==> src/rtl/nibble_serial_adder_pkg.sv <==
// Shared types and constants for the nibble-serial adder.
package nibble_serial_adder_pkg;

    localparam int unsigned NIBBLE_W = 4;

    typedef enum logic [1:0] {
        ST_IDLE = 2'd0,
        ST_RUN  = 2'd1,
        ST_DONE = 2'd2
    } state_e;

    // Width of the nibble counter; a single nibble still needs one bit.
    function automatic int unsigned cnt_width(input int unsigned nibbles);
        return (nibbles > 1) ? $clog2(nibbles) : 1;
    endfunction

endpackage

==> src/rtl/nibble_serial_adder_fourbit.sv <==
// Combinational 4-bit ripple-carry adder cell used as the nibble datapath.
module FourBit_Adder (
    input  logic [3:0] a_i,
    input  logic [3:0] b_i,
    input  logic       cin_i,
    output logic [3:0] sum_o,
    output logic       cout_o
);

    always_comb begin : ripple
        logic [4:0] c;
        c     = '0;
        sum_o = '0;
        c[0]  = cin_i;
        for (int i = 0; i < 4; i++) begin
            sum_o[i] = a_i[i] ^ b_i[i] ^ c[i];
            c[i+1]   = (a_i[i] & b_i[i]) | (c[i] & (a_i[i] ^ b_i[i]));
        end
        cout_o = c[4];
    end

endmodule

==> src/rtl/nibble_serial_adder.sv <==
// Wide adder that streams operands one nibble per clock through a single 4-bit cell.
module nibble_serial_adder
    import nibble_serial_adder_pkg::*;
#(
    parameter int unsigned NIBBLES = 4
) (
    input  logic                        clk,
    input  logic                        rst,
    input  logic                        start,
    input  logic [NIBBLES*NIBBLE_W-1:0] a_in,
    input  logic [NIBBLES*NIBBLE_W-1:0] b_in,
    input  logic                        cin,
    output logic                        busy,
    output logic                        done,
    output logic [NIBBLES*NIBBLE_W-1:0] sum_out,
    output logic                        cout_out
);

    localparam int unsigned W     = NIBBLES * NIBBLE_W;
    localparam int unsigned CNT_W = cnt_width(NIBBLES);
    localparam logic [CNT_W-1:0] LAST = CNT_W'(NIBBLES - 1);

    state_e              state_q;
    logic [CNT_W-1:0]    cnt_q;
    logic [W-1:0]        a_q, b_q, res_q, sum_q;
    logic                carry_q, cout_q, busy_q, done_q;

    logic [NIBBLE_W-1:0] nib_sum;
    logic                nib_cout;
    logic [W-1:0]        res_next;

    FourBit_Adder u_cell (
        .a_i    (a_q[NIBBLE_W-1:0]),
        .b_i    (b_q[NIBBLE_W-1:0]),
        .cin_i  (carry_q),
        .sum_o  (nib_sum),
        .cout_o (nib_cout)
    );

    // Result fills from the top so nibble 0 ends up in the low bits after NIBBLES shifts.
    assign res_next = {nib_sum, res_q[W-1:NIBBLE_W]};

    always_ff @(posedge clk) begin
        if (rst) begin
            state_q <= ST_IDLE;
            cnt_q   <= '0;
            a_q     <= '0;
            b_q     <= '0;
            res_q   <= '0;
            sum_q   <= '0;
            carry_q <= 1'b0;
            cout_q  <= 1'b0;
            busy_q  <= 1'b0;
            done_q  <= 1'b0;
        end else begin
            unique case (state_q)
                ST_RUN: begin
                    a_q     <= a_q >> NIBBLE_W;
                    b_q     <= b_q >> NIBBLE_W;
                    res_q   <= res_next;
                    carry_q <= nib_cout;
                    cnt_q   <= cnt_q + 1'b1;
                    if (cnt_q == LAST) begin
                        sum_q   <= res_next;
                        cout_q  <= nib_cout;
                        busy_q  <= 1'b0;
                        done_q  <= 1'b1;
                        state_q <= ST_DONE;
                    end
                end
                default: begin
                    // IDLE and DONE both accept a new request.
                    done_q <= 1'b0;
                    if (start) begin
                        a_q     <= a_in;
                        b_q     <= b_in;
                        carry_q <= cin;
                        cnt_q   <= '0;
                        busy_q  <= 1'b1;
                        state_q <= ST_RUN;
                    end else begin
                        state_q <= ST_IDLE;
                    end
                end
            endcase
        end
    end

    assign busy     = busy_q;
    assign done     = done_q;
    assign sum_out  = sum_q;
    assign cout_out = cout_q;

endmodule
==> config.mk <==
export PLATFORM = sky130hd
export DESIGN_NAME = nibble_serial_adder
export DESIGN_NICKNAME = d
export VERILOG_FILES = /design/src/rtl/nibble_serial_adder_pkg.sv /design/src/rtl/nibble_serial_adder_fourbit.sv /design/src/rtl/nibble_serial_adder.sv
export SDC_FILE = /design/constraint.sdc
export NUM_CORES = 1
export LEC_CHECK = 0
export ABC_AREA = 1
export BUFFER_PORTS_ARGS = -buffer_cell sky130_fd_sc_hd__clkbuf_2
export CAP_MARGIN = 0
export CORE_UTILIZATION = 45
export DETAILED_ROUTE_END_ITERATION = 8
export PLACE_DENSITY = 0.68
export SYNTH_ARGS = -nofsm -noshare
export SYNTH_HDL_FRONTEND = slang
export SYNTH_SLANG_ARGS = --single-unit
==> constraint.sdc <==
create_clock -name clk -period 2.4 [get_ports clk]
set_input_delay 0.24 -clock clk [delete_from_list [all_inputs] [get_ports clk]]
set_output_delay 0.24 -clock clk [all_outputs]
set_load 0.05 [all_outputs]
==> results of run 1 <==
cells in the final DEF, fill, tap and decap left out:
cell type   synthesis  final
nand2_1            88     88
o22ai_1             2      2
inv_2               5      5
nor2_2              1      1
o22ai_2             9      9
nor2_1              2      2
clkinv_2            0      2
ha_1                1      1
clkbuf_2            0     54
o21ai_1            12     12
clkbuf_8            0     10
nand3_1            85     85
nand2_2             2      2
o21ai_0             7      7
buf_4               3      5
fa_1                4      4
nor2_4              2      2
nand2_4             1      1
clkinv_4            0      1
bufinv_16           0      1
a21oi_1            11     11
inv_1              40     40
dfxtp_1            68     68
clkinvlp_4          0      2
final timing paths:
check            from     endpoint  slack, ps
max            a_q[0]  sum_out[15]        300
min          b_in[15]      b_q[15]        120
max reg2reg    a_q[0]  sum_out[15]        300
min reg2reg   b_q[15]      b_q[11]        450
layout make-up:
cell class / instances / area [sq um]
Fill cell: 597 / 2709
Sequential cell: 68 / 1361
Multi-Input combinational cell: 227 / 1184
Timing Repair Buffer: 59 / 307.8
Inverter: 45 / 168.9
Clock buffer: 10 / 137.6
Tap cell: 75 / 93.84
Clock inverter: 6 / 63.81
kinds of logic after synthesis:
| kind of cell | after synthesis | synth area share, % |
|---|---|---|
| AND/OR/NAND/NOR | 181 | 28.52 |
| AO/OA/AOI/OAI | 41 | 9.624 |
| flip-flops | 68 | 47.59 |
| buffers and inverters | 69 | 11.02 |
| adder cells (fa/ha/maj) | 5 | 3.237 |
layer usage:
metal | global-route usage [%] | up-vias | routed length (microns)
li1 | - | 1266 | -
met1 | 23.31 | 1060 | 2748
met2 | 32.89 | 56 | 2752
met3 | 5.556 | 8 | 227
met4 | 8.947 | 0 | 89
met5 | 0 | - | 0
report_power, final:
part / internal [mW] / switching [mW]
registers: 1.17 / 0.0219
clock network: 0.505 / 0.436
logic: 0.0833 / 0.144
total: 1.76 / 0.601
worst max-delay path, cell delays in order (launching register included):
cell,delay [ps]
dfxtp_1,330
fa_1,410
inv_1,70
fa_1,160
inv_1,50
fa_1,350
inv_1,70
fa_1,430
o21ai_0,160
registers in the layout (all words and copies together), names as in the netlist:
signal and cells:
a_q 16, b_q 16, sum_out 16, res_q 12
cnt_q 2, state_q 2, busy 1, carry_q 1
cout_out 1, done 1
stage by stage:
stage                     std cells  hold WS, ps
after floorplan                 364        380.5
after global placement          474        433.8
after detailed placement        474        439.6
after CTS                       490        109.2
after global routing            490        106.7
final                           490        122.2
==> implementation parameters, run 1 <==
Parameter                              Value

Global route
  Via count of the first global-routing pass    2224
  Antenna violations before repair    0
  Pin count of the biggest net entering global routing    45
  GRT Util Overall    19.70%
  First-pass GRT wire length    9811 microns
  Overflow left after global routing    0

Yosys
  Post-Syn Area per Cell    between 7 and 8 sq um
  Top-count cell post-synth    nand2_1
  Number of warnings issued by yosys    0
  Cell accounting for the most synthesized area    dfxtp_1
  Synth top area cells    dfxtp_1 (48%), nand3_1 (15%), nand2_1 (12%)
  Cells after synthesis    approximately 360
  Prevailing post-synth register cell    dfxtp_1
  Number of enable-type register cells in the synthesized netlist    0
  Post-synthesis instance area    roughly 0.0029 sq mm
  Part of the Yosys area used for sequential elements    47.59%
  Top cell types by occurrence after synthesis    nand2_1 (88), nand3_1 (85), dfxtp_1 (68)
  Share of the synthesized area in the top cell type    47.59%
  Yosys reg bits    68
  Share of async-settable or async-resettable flops after synthesis    0%
  Net count after synthesis    about 410
  Number of library cell types mapped by synthesis    22

Critical path
  CP Launch Type    flip-flop
  Arrival @ worst endpoint    2370 ps
  Kind of critical path    reg -> reg
  Highest net fanout along the worst path    2
  Crit end category    flip-flop
  Number of cells traversed by the worst register-to-register path    8
  Critical path required time    2670 ps

STA
  Period Utilization, post-route    87.33%
  Worst setup margin    304.0 ps
  Highest clock rate    477.1 MHz
  Count of pins over their slew limit    0
  Final Skew    just over 5 ps
  Final min period    2096 ps
  Unrepaired setup endpoints after global routing    false
  Transition time at the pin with the least slew margin    587.4 ps
  Final hold violations    0
  Final Setup Violations    0
  Relative max-transition margin    60.78%
  Setup TNS after final layout    0 ps

Routing
  Via count of the routed design    2390
  Average routed wire per standard cell    11.87 microns
  Final Routed Wirelength    between 5000 and 6000 microns
  Antenna Violating Nets Remaining    0
  Number of design-rule violations left by the first detailed-router iteration    between 100 and 150
  Detailed-routing iteration count for the pre-antenna-repair pass    4
  DRC violation count after routing    0
  Via count normalized by instance count    4.878

Power and ir drop
  Total design power    2.360 mW
  IR drop worst, VDD    0.0004288 V
  Pleak    1.566 nW
  Pwr dens    around 710 mW/mm^2

Clocking
  CTS buffer count    9
  Clock Pin Slew Worst Setup and Hold Paths    70 ps
  Number of clock sinks seen by CTS    between 60 and 70
  Post-CTS repair timing setup buffer count    0
  Maximum count of clock buffers along a single path    2
  CTS hold repair buffers    0
  CTS-repair resized insts    0
  Clock latency at the later pin of the worst-skew pair    around 340 ps
  TritonCTS clock tree    built
  H-Tree Depth    3
  Master cell of the clock root buffer    clkbuf_8

Placed design
  Hpwl dp    between 3000 and 4000 microns
  Area post-placement    0.003115 sq mm
  Pre-CTS setup slack    284.8 ps
  RD Place Congestion    0.7445
  Port Buffer Count    54

Status
  Result of the run    completed

Final layout
  Final #Nets    451
  Cell area after layout    0.003317 sq mm
  Layout Area Growth over Synthesis    15.97%
  Share of cells above drive strength 1    22.89%
  Post-route core utilization    55.05%
  Number of diodes    0

Die
  Die area    0.006679 sq mm
  Die outline width    81.73 microns
  Row cnt    28
  Placeable core area    0.006026 sq mm
  Initial core utilization    47.47%
  Chip height    81.73 microns
  Top Ports    55

Job
  Max_cap viols    0

Hold path
  Hold Crit Depth    3
  Class of the tightest hold or removal check    in -> reg
(Power assumes the default switching activity.)
==> inputs of run 2 (changes only) <==
--- a/config.mk
+++ b/config.mk
@@ -8,9 +8,11 @@
 export ABC_AREA = 1
 export BUFFER_PORTS_ARGS = -buffer_cell sky130_fd_sc_hd__clkbuf_2
 export CAP_MARGIN = 0
-export CORE_UTILIZATION = 45
+export CELL_PAD_IN_SITES_DETAIL_PLACEMENT = 2
+export CELL_PAD_IN_SITES_GLOBAL_PLACEMENT = 2
+export CORE_UTILIZATION = 31
 export DETAILED_ROUTE_END_ITERATION = 8
-export PLACE_DENSITY = 0.68
+export PLACE_DENSITY = 0.79
 export SYNTH_ARGS = -nofsm -noshare
 export SYNTH_HDL_FRONTEND = slang
 export SYNTH_SLANG_ARGS = --single-unit
==> constraint.sdc (replaced) <==
create_clock -name clk -period 2.4 [get_ports clk]
set_input_delay 0.48 -clock clk [delete_from_list [all_inputs] [get_ports clk]]
set_output_delay 0.48 -clock clk [all_outputs]
set_load 0.05 [all_outputs]
==> implementation parameters, run 2 (synthesized netlist as in run 1, its figures left out) <==
Parameter                              Value

Routing
  Final Routed Wirelength    7658 microns
  DRC violation count after routing    4
  Via count of the routed design    2526
  Number of design-rule violations left by the first detailed-router iteration    86
  Detailed-routing iteration count for the pre-antenna-repair pass    6
  Antenna Violating Nets Remaining    0
  Via count normalized by instance count    4.830
  Average routed wire per standard cell    14.64 microns

Status
  Violations in the final reports    DRC
  Result of the run    finished with violations

Final layout
  Share of cells above drive strength 1    a little under a quarter
  Layout Area Growth over Synthesis    16.97%
  Most common cell after layout, fill and taps aside    nand2_1
  Post-route core utilization    37.99%
  Number of fill cells in the layout    about 1000
  Number of diodes    0
  Final #Nets    about 450
  Commonest cells after routing, fill and taps aside    nand2_1 (88), nand3_1 (85), dfxtp_1 (68)

Clocking
  TritonCTS clock tree    built
  Clock latency at the later pin of the worst-skew pair    340 ps
  CTS hold repair buffers    0
  Post-CTS repair timing setup buffer count    0
  Master cell of the clock root buffer    clkbuf_8
  Maximum count of clock buffers along a single path    2
  H-Tree Depth    3
  Number of clock sinks seen by CTS    between 60 and 70
  Clock Pin Slew Worst Setup and Hold Paths    roughly 80 ps
  CTS buffer count    9
  CTS-repair resized insts    0

Placed design
  Hpwl dp    5228 microns
  Port Buffer Count    54
  RD Place Congestion    0.6952

Die
  Top Ports    between 50 and 60
  Chip height    98.06 microns
  Die outline width    98.06 microns
  Row cnt    34
  Initial core utilization    32.48%
  Placeable core area    between 0.008 and 0.009 sq mm
  Die area    between 0.009 and 0.01 sq mm

Power and ir drop
  Reg power frac    51.0%
  Internal portion of total power    between 1.5 and 2 mW
  Pleak    1.568 nW
  Switching part of the total    26.25%
  Clk pwr share    approximately two fifths
  Relative contribution of combinational cells to total power    10.3%
  Total design power    about 2.3 mW
  Net switching power    0.6144 mW
  Pwr dens    ~700 mW/mm^2
  IR drop worst, VDD    0.0002393 V

Global route
  GRT Util Overall    17.22%
  Pin count of the biggest net entering global routing    44
  Antenna violations before repair    0
  Via count of the first global-routing pass    2651
  Overflow left after global routing    0
  First-pass GRT wire length    between 10000 and 15000 microns

Critical path
  Highest net fanout along the worst path    2
  CP Launch Type    flip-flop
  Crit end category    flip-flop
  Arrival @ worst endpoint    around 2500 ps
  Kind of critical path    reg -> reg
  Worst reg2reg startpoint    a_q[0]
  Launching element of the worst setup path    a_q[0]
  Critical path required time    2660 ps

STA
  Final Skew    around 8.3 ps
  Count of pins over their slew limit    0
  Relative max-transition margin    57.29%
  Final min period    approximately 2200 ps
  Final Setup Violations    0
  Unrepaired setup endpoints after global routing    false
  Transition time at the pin with the least slew margin    639.7 ps
  Setup TNS after final layout    0 ps
  Final hold violations    0
  Highest clock rate    458.2 MHz
  Period Utilization, post-route    ~90%

Hold path
  Startpoint of the lowest-slack hold path    b_in[14]
  Class of the tightest hold or removal check    in -> reg

Job
  Max_cap viols    0
-- run 2: critical path, cell delays in order (launching register included) --
cell	delay, ps
dfxtp_1	330
fa_1	420
inv_1	70
fa_1	160
inv_1	50
fa_1	360
inv_1	90
fa_1	440
o21ai_0	180
-- run 2: area by class of cell --
class	count	area, sq um	share of cell area [%]
Timing Repair Buffer	60	315.3	9.424
Inverter	45	168.9	5.049
Tap cell	108	135.1	4.039
Sequential cell	68	1361	40.69
Clock inverter	5	53.80	1.608
Multi-Input combinational cell	227	1184	35.38
Clock buffer	10	127.6	3.814
-- run 2: power groups by stage --
stage          clock network, mW  logic [mW]  registers (mW)
6_report                   0.907       0.241            1.19
4_1_cts                    0.938       0.247            1.19
3_3_place_gp                   0       0.236            1.22
3_5_place_dp                   0       0.246            1.22
2_1_floorplan                  0       0.171            1.22
5_1_grt                    0.980       0.277            1.20
-- run 2: path summary, 6_finish.rpt --
check / endpoint / slack [ps] / depth (start not counted)
worst max-delay path: sum_out[15] / 220 / 8
worst min-delay path: b_q[14] / 360 / 3
worst max register to register: sum_out[15] / 220 / 8
worst min register to register: b_q[11] / 460 / 2
-- run 2: metal layers --
metal  vias up  GRT usage [%]  wire, microns
met5         -              0              0
met4         0          4.545             51
met3         4          4.581            264
met2        48          29.04           3812
met1      1214          21.70           3529
li1       1260              -              -
-- run 2: through the flow --
step                      setup WS [ps]  instance area, sq um  cells  hold WS, ps
after floorplan                   388.9                  2860    364        426.2
after global placement            328.3                  3164    508        439.4
after detailed placement          230.1                  3164    508        446.7
after CTS                         188.7                  3346    523        345.9
after global routing              101.7                  3346    523        353.0
final                             217.6                  3346    523        361.0
==> inputs of run 3 (changes only) <==
--- a/config.mk
+++ b/config.mk
@@ -13,6 +13,7 @@
 export CORE_UTILIZATION = 31
 export DETAILED_ROUTE_END_ITERATION = 8
 export PLACE_DENSITY = 0.79
+export REMOVE_ABC_BUFFERS = 1
 export SYNTH_ARGS = -nofsm -noshare
 export SYNTH_HDL_FRONTEND = slang
 export SYNTH_SLANG_ARGS = --single-unit
==> implementation parameters, run 3 (synthesized netlist as in run 1, its figures left out) <==
Parameter                              Value

Status
  Result of the run    finished with violations
  Violations in the final reports    DRC

Job
  Max_cap viols    0

Critical path
  Dominant cell type by count on the critical path    fa_1
  Critical path required time    2670 ps
  Max stage delay cell, worst path    fa_1
  Reg-to-reg critical path endpoint    sum_out[15]
  CP Launch Type    flip-flop
  Crit end category    flip-flop
  Number of cells traversed by the worst register-to-register path    8
  Kind of critical path    reg -> reg
  Cell-by-cell trace of the critical path    fa_1 -> inv_1 -> fa_1 -> inv_1 -> fa_1 -> inv_1 -> fa_1 -> o21ai_0
  Arrival @ worst endpoint    2390 ps
  Worst reg2reg startpoint    a_q[0]
  Flop2flop setup slack    280 ps
  Worst path max stage delay    430 ps
  Highest net fanout along the worst path    2

Final layout
  Commonest cells after routing, fill and taps aside    nand2_1 (88), nand3_1 (85), dfxtp_1 (68)
  Number of diodes    0
  Share of cells above drive strength 1    23.26%
  Layout Area Growth over Synthesis    17.02%
  Final #Nets    453
  Most common cell after layout, fill and taps aside    nand2_1
  Post-route core utilization    38.01%

Die
  Top Ports    55
  Placeable core area    approximately 0.009 sq mm
  Die area    0.009615 sq mm
  Die outline width    98.06 microns
  Chip height    about 100 microns
  Row cnt    34
  Initial core utilization    32.48%

Global route
  First-pass GRT wire length    12520 microns
  Overflow left after global routing    0
  GRT Util Overall    about 16%
  Antenna violations before repair    0
  Pin count of the biggest net entering global routing    36
  Via count of the first global-routing pass    2727

Clocking
  TritonCTS clock tree    built
  Maximum count of clock buffers along a single path    2
  Number of clock sinks seen by CTS    68
  CTS buffer count    9
  Post-CTS repair timing setup buffer count    0
  Master cell of the clock root buffer    clkbuf_8
  Clock Pin Slew Worst Setup and Hold Paths    80 ps
  H-Tree Depth    3
  CTS-repair resized insts    0
  CTS hold repair buffers    0
  Clock latency at the later pin of the worst-skew pair    between 300 and 400 ps

Routing
  Detailed-routing iteration count for the pre-antenna-repair pass    6
  Number of design-rule violations left by the first detailed-router iteration    93
  DRC violation count after routing    6
  Average routed wire per standard cell    13.55 microns
  Via count of the routed design    ~2600
  Final Routed Wirelength    just over 7000 microns
  Antenna Violating Nets Remaining    0
  Via count normalized by instance count    4.916

Hold path
  Hold Crit Endpoint    a_q[13]
  Hold Crit Depth    3
  Class of the tightest hold or removal check    in -> reg
  Startpoint of the lowest-slack hold path    a_in[13]

STA
  Relative max-transition margin    57.31%
  Count of pins over their slew limit    0
  Final min period    ~2100 ps
  Final Setup Violations    0
  Final hold violations    0
  Final Skew    13.67 ps
  Period Utilization, post-route    about nine tenths
  Transition time at the pin with the least slew margin    639.4 ps
  Setup TNS after final layout    0 ps
  Highest clock rate    471.2 MHz
  Unrepaired setup endpoints after global routing    false

Power and ir drop
  Pleak    1.562 nW
  IR drop worst, VDD    between 0.0002 and 0.00025 V
  Pwr dens    678.2 mW/mm^2

Placed design
  Hpwl dp    around 5000 microns
  Port Buffer Count    54
  RD Place Congestion    about 0.69
-- run 3: worst max path at each step --
stage | end | from | slack, ps | depth (start not counted)
floorplan | sum_out[15] | a_q[0] | 390 | 8
global placement | sum_out[15] | a_q[0] | 310 | 8
detailed placement | sum_out[15] | a_q[0] | 270 | 8
CTS | sum_out[15] | a_q[0] | 250 | 8
global route | sum_out[15] | a_q[0] | 80 | 8
finish | sum_out[15] | a_q[0] | 280 | 8
-- run 3: routing by layer --
metal / part of all wire [%] / track usage (%) / up-vias / wire length, microns
met5: 0 / 0 / - / 0
met4: 0.79 / 4.196 / 0 / 56
met3: 4.4 / 4.796 / 6 / 316
met2: 49 / 29.20 / 56 / 3505
met1: 45 / 19.20 / 1250 / 3233
li1: - / - / 1269 / -
-- run 3: metrics by stage --
step / power (mW) / setup WS, ps / std cells / area [sq um] / hold WS [ps]
global route: 2.389 / 84.95 / 525 / 3347 / 370.2
global placement: 1.453 / 313.3 / 509 / 3172 / 437.7
finish: 2.270 / 277.9 / 525 / 3347 / 359.4
floorplan: 1.360 / 387.6 / 340 / 2714 / 426.2
detailed placement: 1.466 / 268.4 / 509 / 3172 / 442.9
CTS: 2.319 / 245.4 / 525 / 3347 / 343.0
-- run 3: cell type report --
class / instances / area [sq um]
fill: 1040 / 5459
sequential: 68 / 1361
multi-input combinational: 227 / 1184
timing repair buffer: 61 / 322.8
inverter: 45 / 168.9
tap: 108 / 135.1
clock buffer: 9 / 123.9
clock inverter: 7 / 51.30
-- run 3: worst max-delay path: cells and delay by family, from the launching register on --
| family | cells | cell delay, ps |
|---|---|---|
| AO/OA/AOI/OAI | 1 | 150 |
| adder cells (fa/ha/maj) | 4 | 1360 |
| buffers and inverters | 3 | 210 |
| flip-flops | 1 | 330 |
-- run 3: report_power, final --
part | internal [mW] | switching, mW | total, mW
logic | 0.0859 | 0.154 | 0.239
clock network | 0.377 | 0.461 | 0.838
registers | 1.17 | 0.0222 | 1.19
